==> config.mk <==
export PLATFORM = sky130hd
export DESIGN_NAME = brent_kung_pipe_adder
export DESIGN_NICKNAME = d
export VERILOG_FILES = /design/src/rtl/brent_kung_pipe_adder_pkg.sv /design/src/rtl/brent_kung_pipe_adder_prefix_cell.sv /design/src/rtl/brent_kung_pipe_adder.sv
export SDC_FILE = /design/constraint.sdc
export NUM_CORES = 1
export LEC_CHECK = 0
export ABC_AREA = 1
export ABC_CLOCK_PERIOD_IN_PS = 6600
export BUFFER_PORTS_ARGS = -buffer_cell sky130_fd_sc_hd__buf_2
export CAP_MARGIN = 15
export CORE_ASPECT_RATIO = 0.9
export CORE_MARGIN = 4
export CORE_UTILIZATION = 44
export CTS_CLUSTER_DIAMETER = 200
export DETAILED_ROUTE_END_ITERATION = 6
export HOLD_SLACK_MARGIN = 0.08
export SYNTH_ARGS = -nofsm -noshare
export SYNTH_HDL_FRONTEND = slang
export SYNTH_SLANG_ARGS = --single-unit
==> constraint.sdc <==
create_clock -name Clk -period 6.6 [get_ports Clk]
set_clock_uncertainty 0.2 [all_clocks]
set_input_delay 0.66 -clock Clk [delete_from_list [all_inputs] [get_ports Clk]]
set_output_delay 0.66 -clock Clk [all_outputs]
set_load 0.01 [all_outputs]
==> src/rtl/brent_kung_pipe_adder_pkg.sv <==
`default_nettype none
// ============================================================================
// Module   : bk_pkg
// Brief    : Shared constants, log2 helper and prefix-pair type for the
//            pipelined Brent-Kung adder.
// Revision : 1.0
// ============================================================================
package bk_pkg;

  localparam logic MODE_ADD = 1'b0;
  localparam logic MODE_SUB = 1'b1;

  typedef struct packed {
    logic g;
    logic p;
  } gp_t;

  function automatic int bk_log2(input int value);
    int n;
    n = 0;
    while ((1 << n) < value) n = n + 1;
    return n;
  endfunction

endpackage
`default_nettype wire

==> src/rtl/brent_kung_pipe_adder_prefix_cell.sv <==
`default_nettype none
// ============================================================================
// Module   : bk_prefix_cell
// Brief    : Brent-Kung prefix operator; black cell (G,P) or grey cell (G only).
// Revision : 1.0
// ============================================================================
module bk_prefix_cell
  import bk_pkg::*;
#(
  parameter bit GREY = 1'b0
) (
  input  gp_t hi,
  input  gp_t lo,
  output gp_t o
);

  assign o.g = hi.g | (hi.p & lo.g);

  if (GREY) begin : g_grey
    logic unused_lo_p;
    assign unused_lo_p = lo.p;
    assign o.p = 1'b0;
  end else begin : g_black
    assign o.p = hi.p & lo.p;
  end

endmodule
`default_nettype wire

==> src/rtl/brent_kung_pipe_adder.sv <==
`default_nettype none
// ============================================================================
// Module   : brent_kung_pipe_adder
// Brief    : 3-stage pipelined Brent-Kung add/subtract with valid/ready
//            handshakes and a sideband tag.
// Revision : 1.0
// ============================================================================
module brent_kung_pipe_adder
  import bk_pkg::*;
#(
  parameter int WIDTH = 32,
  parameter int TAG_W = 4
) (
  input  logic             Clk,
  input  logic             Rst,
  input  logic             In_Valid,
  output logic             In_Ready,
  input  logic [WIDTH-1:0] A,
  input  logic [WIDTH-1:0] B,
  input  logic             Cin,
  input  logic             Sub,
  input  logic [TAG_W-1:0] In_Tag,
  output logic             Out_Valid,
  input  logic             Out_Ready,
  output logic [WIDTH-1:0] Sum,
  output logic             Cout,
  output logic             Ovf,
  output logic [TAG_W-1:0] Out_Tag
);

  localparam int LOG_W = bk_log2(WIDTH);

  logic             v1_q, v1_d, v2_q, v2_d, v3_q, v3_d;
  logic             open1, open2, open3;
  logic [WIDTH-1:0] beff;

  logic [WIDTH-1:0] p1_q, p1_d, g1_q, g1_d;
  logic             c0_1_q, c0_1_d;
  logic [TAG_W-1:0] tag1_q, tag1_d;

  logic [WIDTH-1:0] ug2_q, ug2_d, up2_q, up2_d, pb2_q, pb2_d;
  logic             c0_2_q, c0_2_d;
  logic [TAG_W-1:0] tag2_q, tag2_d;

  logic [WIDTH-1:0] sum_q, sum_d;
  logic             cout_q, cout_d, ovf_q, ovf_d;
  logic [TAG_W-1:0] tag3_q, tag3_d;

  logic [WIDTH-1:0] up_g_root, up_p_root, dn_g_root;
  logic [WIDTH:0]   carry;
  logic             unused_up_p;

  // A stage may load when it is empty or its successor is taking its content.
  always_comb begin
    open3 = !v3_q || Out_Ready;
    open2 = !v2_q || open3;
    open1 = !v1_q || open2;
    v1_d  = open1 ? In_Valid : v1_q;
    v2_d  = open2 ? v1_q     : v2_q;
    v3_d  = open3 ? v2_q     : v3_q;
  end

  assign In_Ready = open1;

  always_comb begin
    beff   = (Sub == MODE_ADD) ? B : ~B;
    p1_d   = p1_q;
    g1_d   = g1_q;
    c0_1_d = c0_1_q;
    tag1_d = tag1_q;
    if (open1 && In_Valid) begin
      p1_d   = A ^ beff;
      g1_d   = A & beff;
      c0_1_d = (Sub == MODE_SUB) ? ~Cin : Cin;
      tag1_d = In_Tag;
    end
  end

  // Up-sweep; the carry-in is folded into bit 0 so every prefix includes it.
  for (genvar l = 0; l <= LOG_W; l++) begin : g_up
    logic [WIDTH-1:0] g, p;
    if (l == 0) begin : g_leaf
      assign g = {g1_q[WIDTH-1:1], g1_q[0] | (p1_q[0] & c0_1_q)};
      assign p = p1_q;
    end else begin : g_lvl
      localparam int SPAN = 1 << l;
      for (genvar i = 0; i < WIDTH; i++) begin : g_bit
        if (((i + 1) % SPAN) == 0) begin : g_cell
          gp_t o;
          bk_prefix_cell #(.GREY(1'b0)) u_cell (
            .hi({g_up[l-1].g[i], g_up[l-1].p[i]}),
            .lo({g_up[l-1].g[i-SPAN/2], g_up[l-1].p[i-SPAN/2]}),
            .o (o)
          );
          assign g[i] = o.g;
          assign p[i] = o.p;
        end else begin : g_pass
          assign g[i] = g_up[l-1].g[i];
          assign p[i] = g_up[l-1].p[i];
        end
      end
    end
    if (l == LOG_W) begin : g_root
      assign up_g_root = g;
      assign up_p_root = p;
    end
  end

  always_comb begin
    ug2_d  = ug2_q;
    up2_d  = up2_q;
    pb2_d  = pb2_q;
    c0_2_d = c0_2_q;
    tag2_d = tag2_q;
    if (open2 && v1_q) begin
      ug2_d  = up_g_root;
      up2_d  = up_p_root;
      pb2_d  = p1_q;
      c0_2_d = c0_1_q;
      tag2_d = tag1_q;
    end
  end

  // Down-sweep: each non-prefix node is completed once by its nearest prefix.
  for (genvar k = 0; k < LOG_W; k++) begin : g_dn
    logic [WIDTH-1:0] g;
    if (k == 0) begin : g_base
      assign g = ug2_q;
    end else begin : g_lvl
      localparam int HALF = 1 << (LOG_W - k - 1);
      localparam int SPAN = 2 * HALF;
      for (genvar j = 0; j < WIDTH; j++) begin : g_bit
        if (j >= HALF && ((j - HALF + 1) % SPAN) == 0) begin : g_cell
          gp_t  o;
          logic unused_p;
          bk_prefix_cell #(.GREY(1'b1)) u_cell (
            .hi({g_dn[k-1].g[j], up2_q[j]}),
            .lo({g_dn[k-1].g[j-HALF], 1'b0}),
            .o (o)
          );
          assign g[j]     = o.g;
          assign unused_p = o.p;
        end else begin : g_pass
          assign g[j] = g_dn[k-1].g[j];
        end
      end
    end
    if (k == LOG_W - 1) begin : g_root
      assign dn_g_root = g;
    end
  end

  assign carry       = {dn_g_root, c0_2_q};
  assign unused_up_p = ^up2_q;

  always_comb begin
    sum_d  = sum_q;
    cout_d = cout_q;
    ovf_d  = ovf_q;
    tag3_d = tag3_q;
    if (open3 && v2_q) begin
      sum_d  = pb2_q ^ carry[WIDTH-1:0];
      cout_d = carry[WIDTH];
      ovf_d  = carry[WIDTH] ^ carry[WIDTH-1];
      tag3_d = tag2_q;
    end
  end

  always_ff @(posedge Clk) begin
    if (Rst) begin
      v1_q   <= 1'b0;
      v2_q   <= 1'b0;
      v3_q   <= 1'b0;
      sum_q  <= '0;
      cout_q <= 1'b0;
      ovf_q  <= 1'b0;
      tag3_q <= '0;
    end else begin
      v1_q   <= v1_d;
      v2_q   <= v2_d;
      v3_q   <= v3_d;
      sum_q  <= sum_d;
      cout_q <= cout_d;
      ovf_q  <= ovf_d;
      tag3_q <= tag3_d;
    end
  end

  always_ff @(posedge Clk) begin
    p1_q   <= p1_d;
    g1_q   <= g1_d;
    c0_1_q <= c0_1_d;
    tag1_q <= tag1_d;
    ug2_q  <= ug2_d;
    up2_q  <= up2_d;
    pb2_q  <= pb2_d;
    c0_2_q <= c0_2_d;
    tag2_q <= tag2_d;
  end

  assign Out_Valid = v3_q;
  assign Sum       = sum_q;
  assign Cout      = cout_q;
  assign Ovf       = ovf_q;
  assign Out_Tag   = tag3_q;

endmodule
`default_nettype wire

Word level (Yosys, flattened, before mapping)
Index checks and enable logic that the tools add are counted.
{"block": "classes", "mux": 2, "n_bitwise": 152, "n_reduce_logical": 9}
{"operator": "$and A1 B1 Y1", "count": 88}
{"operator": "$xor A32 B32 Y32", "count": 2}
{"operator": "$or A1 B1 Y1", "count": 58}
{"operator": "$and A32 B32 Y32", "count": 1}
{"operator": "$mux W32", "count": 1}
{"operator": "$not A32 Y32", "count": 1}
{"operator": "$logic_and A1 B1 Y1", "count": 3}
{"operator": "$logic_not A1 Y1", "count": 3}
{"operator": "$logic_or A1 B1 Y1", "count": 3}
{"operator": "$mux W1", "count": 1}
{"operator": "$not A1 Y1", "count": 1}
{"operator": "$xor A1 B1 Y1", "count": 1}
{"block": "totals", "regBits": 210, "input_bits": 74, "out_inout_bits": 40, "wordCells": 179}

Logic depth before layout (Yosys ltp)
{"block": "depth", "ltp_word": 12, "ltp_mapped": 12, "mapped_depth_nobuf": 12}

By module
A second synthesis with hierarchy kept.
{"block": "hier_totals", "hier_cells": 895, "area_unflattened_um2": 8552.0}
{"module": "brent_kung_pipe_adder", "n_inst": 1, "cells_each": 610, "area_each_um2": 7384.6, "seq_area_each_um2": 5295.1}
{"module": "bk_prefix_cell at g_dn[1].g_lvl.g_bit[23].g_cell.u_cell ...", "n_inst": 26, "cells_each": 5, "area_each_um2": 22.5, "seq_area_each_um2": 0.0}
{"module": "bk_prefix_cell at g_up[1].g_lvl.g_bit[11].g_cell.u_cell ...", "n_inst": 31, "cells_each": 5, "area_each_um2": 18.8, "seq_area_each_um2": 0.0}

Worst setup path before layout
Ideal clock, no wire load.
{"block": "synth_path", "kind": "input to register", "start": "input Out_Ready", "end": "register c0_2_q, enable pin", "setup_ps": 434, "t_arrival_ps": 2466, "t_required_ps": 5966, "slack_ps": 3501, "path_stages": 6, "n_path_buf": 0, "path_cell_list": "inv_1 > nand2_2 > nor2_1 > inv_1 > nand2_1 > inv_1"}
{"block": "synth_via", "elab_chain_len": 3}
{"item": "from (decl)", "line": "brent_kung_pipe_adder.sv:24", "rtl": "input logic Out_Ready,"}
{"item": "$logic_or A1 B1 Y1", "line": "brent_kung_pipe_adder.sv:55", "rtl": "open3 = !v3_q || Out_Ready;"}
{"item": "$logic_or A1 B1 Y1", "line": "brent_kung_pipe_adder.sv:56", "rtl": "open2 = !v2_q || open3;"}
{"item": "$logic_and A1 B1 Y1", "line": "brent_kung_pipe_adder.sv:115", "rtl": "if (open2 && v1_q) begin"}
{"item": "to (signal assigned)", "line": "brent_kung_pipe_adder.sv:197", "rtl": "c0_2_q <= c0_2_d;"}
{"item": "to (decl)", "line": "brent_kung_pipe_adder.sv:42", "rtl": "logic c0_2_q, c0_2_d;"}
No other way between the ends.
A chain may end at the register's enable or synchronous reset.

Worst setup path after layout
{"block": "layout_path", "start": "input Out_Ready", "end": "register sum_q[1], in the netlist Sum[1]"}
{"block": "layout_via", "elab_chain_len": 2}
{"item": "$logic_or A1 B1 Y1", "line": "brent_kung_pipe_adder.sv:55"}
{"item": "$logic_and A1 B1 Y1", "line": "brent_kung_pipe_adder.sv:161", "rtl": "if (open3 && v2_q) begin"}
{"item": "to (signal assigned)", "line": "brent_kung_pipe_adder.sv:182", "rtl": "sum_q <= sum_d;"}
{"item": "to (decl)", "line": "brent_kung_pipe_adder.sv:45", "rtl": "logic [WIDTH-1:0] sum_q, sum_d;"}
No other way between the ends.

==> reports/qor.tcl <==
set qor(run_status) {completed}
set qor(worst_path_max_delay_cell) {sky130_fd_sc_hd__inv_2}
set qor(detailed_place_hpwl_um) 8620
set qor(cts-hold-fix-buffers) 0
set qor(drt-total-wl_um) 12500
set qor(routedWlPerCell_um) 14.4
set qor(setup_viol_count_final) 0
set qor(fp.dieArea_sq_um) 19200
set qor(ios) 114
set qor(dr_total_vias) 4090
set qor(drive_gt1_frac) 0.262
set qor(critical_path.reg2reg.endpoint) {Sum[1]}
set qor(post_cts_resized) 0
set qor(finish.net_count) 765
set qor(synth_cell_types) 24
set qor(syn_avg_cell_area_sq_um) 14.3
set qor(port-buffer-count) 113
set qor(placementRows) 45
set qor(grt_pass1_vias) 4116
set qor(post-route-period-util) 0.359
set qor(path_clk_slew_ns) 0.07
set qor(worst_r2r_path_depth) 5
set qor(setup_tns_ns) 0
set qor(drt_drc_violations_left) 0
set qor(startpoint_of_the_most_critical_hold_path) {In_Tag[2]}
set qor(clock_insertion_delay_worst_skew_ns) 0.43
set qor(min_path_cells) 1
set qor(ys.warnings.count) 0
set qor(crit_buf_inv) 3
set qor(leakagePower_nw) 3.74
set qor(gr-total-overflow) 0
set qor(timing.max_slew.rel_slack) 0.320
set qor(timing.critical_path.required_ns) 6.75
set qor(postSynthCellCount) 526
set qor(fmax_ghz) 0.422
set qor(placed_cells) 836
set qor(critPathMaxFanout) 56
set qor(vias_per_cell) 4.71
set qor(grt_usage) 0.137
set qor(netlist_area_sq_um) 7520
set qor(ys_seq_area_frac) 0.704
set qor(finalHoldViolCount) 0
set qor(critical_path.reg2reg.startpoint) {Out_Valid}
set qor(max-clock-path-buffers) 2
set qor(cts.htree.levels) 4
set qor(postSynthNetCount) 647
set qor(grt_pass1_wl_um) 20400
set qor(layout_overhead_on_the_synthesized_area_pct) 18.1
set qor(clkSinkCount) 190
set qor(final_replace_weighted_congestion) 0.738
set qor(die_w_um) 146
set qor(root_buffer) {sky130_fd_sc_hd__clkbuf_16}
set qor(core_area_sq_um) 16800
set qor(layout.core_utilization) 0.528
set qor(maxSlewViolCount) 0
set qor(worst_hold_endpoint) {tag1_q[2]}
set qor(drt_iter0_markers) 195
set qor(floorplan.initialDensity) 0.447
set qor(postCtsSetupRepairBufs) 0
set qor(unrepaired_setup_endpoints_after_global_routing) {false}
set qor(critical_path.startpoint_type) {input pin}
set qor(timing.hold.worst.class) {input pin to register}
set qor(post_drt_antenna_nets) 0
set qor(timing.critical_path.to_type) {register}
set qor(yosys_register_bits) 190
set qor(worst_ep_arrival_time_ns) 2.52
set qor(layout_common_cells) {sky130_fd_sc_hd__edfxtp_1, sky130_fd_sc_hd__buf_2, sky130_fd_sc_hd__nor2_1}
set qor(worstMarginPinSlew_ns) 1.02
set qor(timing.critical_path.slowest_cell_delay_ns) 0.94
set qor(max_cap_viol_count) 0
set qor(register_to_register_path_setup_slack_ns) 4.24
set qor(cts_inserted_buffers) 17
set qor(drt_first_pass_iters) 4
set qor(insertedDiodeCount) 0
set qor(max-vdd-ir-drop_uv) 165
set qor(power_density_nw_per_um2) 301
set qor(antenna_found_initial) 0
set qor(worstPathCellList) {buf_2, inv_1, nand2_2, nand2_1, inv_2, o21ai_1, a21oi_1}
set qor(cts_tree) {built}
set qor(pin_count_of_the_biggest_net_entering_global_routing) 81
set qor(layout_commonest_cell) {sky130_fd_sc_hd__edfxtp_1}
set qor(die-height_um) 132
set qor(finalCriticalPeriod_ns) 2.37
set qor(critical-path-top-delay-family) {buffers and inverters}
set qor(critPathKind) {input pin to register}
set qor(instances_no_fill) 868
## cells in the mapped netlist
cell / instances / area, sq um
sky130_fd_sc_hd__xnor2_1: 2 / 17.5
sky130_fd_sc_hd__clkbuf_1: 5 / 18.8
sky130_fd_sc_hd__nand2_1: 26 / 97.6
sky130_fd_sc_hd__a21oi_4: 1 / 16.3
sky130_fd_sc_hd__edfxtp_1: 149 / 4470
sky130_fd_sc_hd__nor2_1: 61 / 229
sky130_fd_sc_hd__nand3_1: 9 / 45.0
sky130_fd_sc_hd__inv_2: 7 / 26.3
sky130_fd_sc_hd__a21oi_2: 2 / 17.5
sky130_fd_sc_hd__buf_2: 2 / 10.0
sky130_fd_sc_hd__a21oi_1: 29 / 145
sky130_fd_sc_hd__nand3_2: 2 / 20.0
sky130_fd_sc_hd__dfxtp_1: 41 / 821
sky130_fd_sc_hd__ha_1: 47 / 588
sky130_fd_sc_hd__buf_6: 2 / 22.5
sky130_fd_sc_hd__a31oi_2: 1 / 12.5
sky130_fd_sc_hd__inv_1: 17 / 63.8
sky130_fd_sc_hd__a21o_1: 17 / 128
sky130_fd_sc_hd__nor3_4: 2 / 32.5
sky130_fd_sc_hd__nand2_2: 10 / 62.6
sky130_fd_sc_hd__xor2_1: 49 / 429
sky130_fd_sc_hd__buf_4: 7 / 52.6
sky130_fd_sc_hd__o21ai_1: 18 / 90.1
sky130_fd_sc_hd__o21ai_0: 20 / 100
## routing by layer
layer,GRT usage,vias to the layer above,share of wire
li1,-,2100,-
met1,0.166,1892,0.44
met2,0.229,81,0.50
met3,0.0447,17,0.052
met4,0.0522,0,0.014
met5,0,-,0
## worst reg2reg max path, cell delays in order, from the launching register on
cell,delay [ns]
sky130_fd_sc_hd__dfxtp_1,0.32
sky130_fd_sc_hd__nand2_2,0.08
sky130_fd_sc_hd__nand2_1,0.45
sky130_fd_sc_hd__inv_2,0.95
sky130_fd_sc_hd__o21ai_1,0.14
sky130_fd_sc_hd__a21oi_1,0.15
## metrics by stage
step	power, mW	instance area, sq um	hold slack (ns)	setup slack (ns)
floorplan	1.57	7520	0.200	3.50
global placement	1.65	8260	0.234	3.89
detailed placement	1.66	8260	0.225	3.76
CTS	2.72	8880	0.176	4.20
global route	2.80	8880	0.182	3.91
finish	2.68	8880	0.204	4.23
## flip-flops by register name (all words and copies together), names as in the netlist
signal     flops
Cout           1
Out_Tag        4
Out_Valid      1
Ovf            1
Sum           32
c0_1_q         1
c0_2_q         1
g1_q          32
g_dn.g        32
g_up.p        32
pb2_q         17
tag1_q         4
tag2_q         4
up2_q         26
v1_q           1
v2_q           1
## how the worst max path moves through the flow
stage / to / slack (ns) / start / cells past startpoint
6_report: Sum[1] / 4.23 / Out_Ready / 7
5_1_grt: Sum[27] / 3.91 / Out_Valid / 5
4_1_cts: Sum[1] / 4.20 / Out_Valid / 5
3_5_place_dp: Sum[1] / 3.76 / Out_Ready / 7
3_3_place_gp: Sum[15] / 3.89 / Out_Ready / 7
2_1_floorplan: c0_2_q / 3.50 / Out_Ready / 6
## power breakdown
part	switching, mW	internal, mW
clock	0.420	0.632
sequential	0.0385	1.39
combinational	0.114	0.0801
total	0.573	2.10
## area by class of cell
| cell class | instances | area [sq um] |
|---|---|---|
| Sequential cell | 190 | 5300 |
| Clock buffer | 17 | 425 |
| Inverter | 24 | 91.3 |
| Timing Repair Buffer | 115 | 581 |
| Clock inverter | 15 | 194 |
| Tap cell | 211 | 264 |
| Multi-Input combinational cell | 296 | 2030 |
| Fill cell | 1442 | 7950 |
## logic make-up (layout without fill, tap and decap cells)
group / count (synthesis) / after routing / synth area share
AOI/OAI and AO/OA: 88 / 88 / 0.0677
and+or+nand+nor: 110 / 110 / 0.0647
DFF: 190 / 190 / 0.704
xor gates and xnor gates: 51 / 51 / 0.0594
buffers and inverters: 40 / 171 / 0.0258
adders and majority gates: 47 / 47 / 0.0782
No activity file was read; power rests on OpenSTA's default activity.
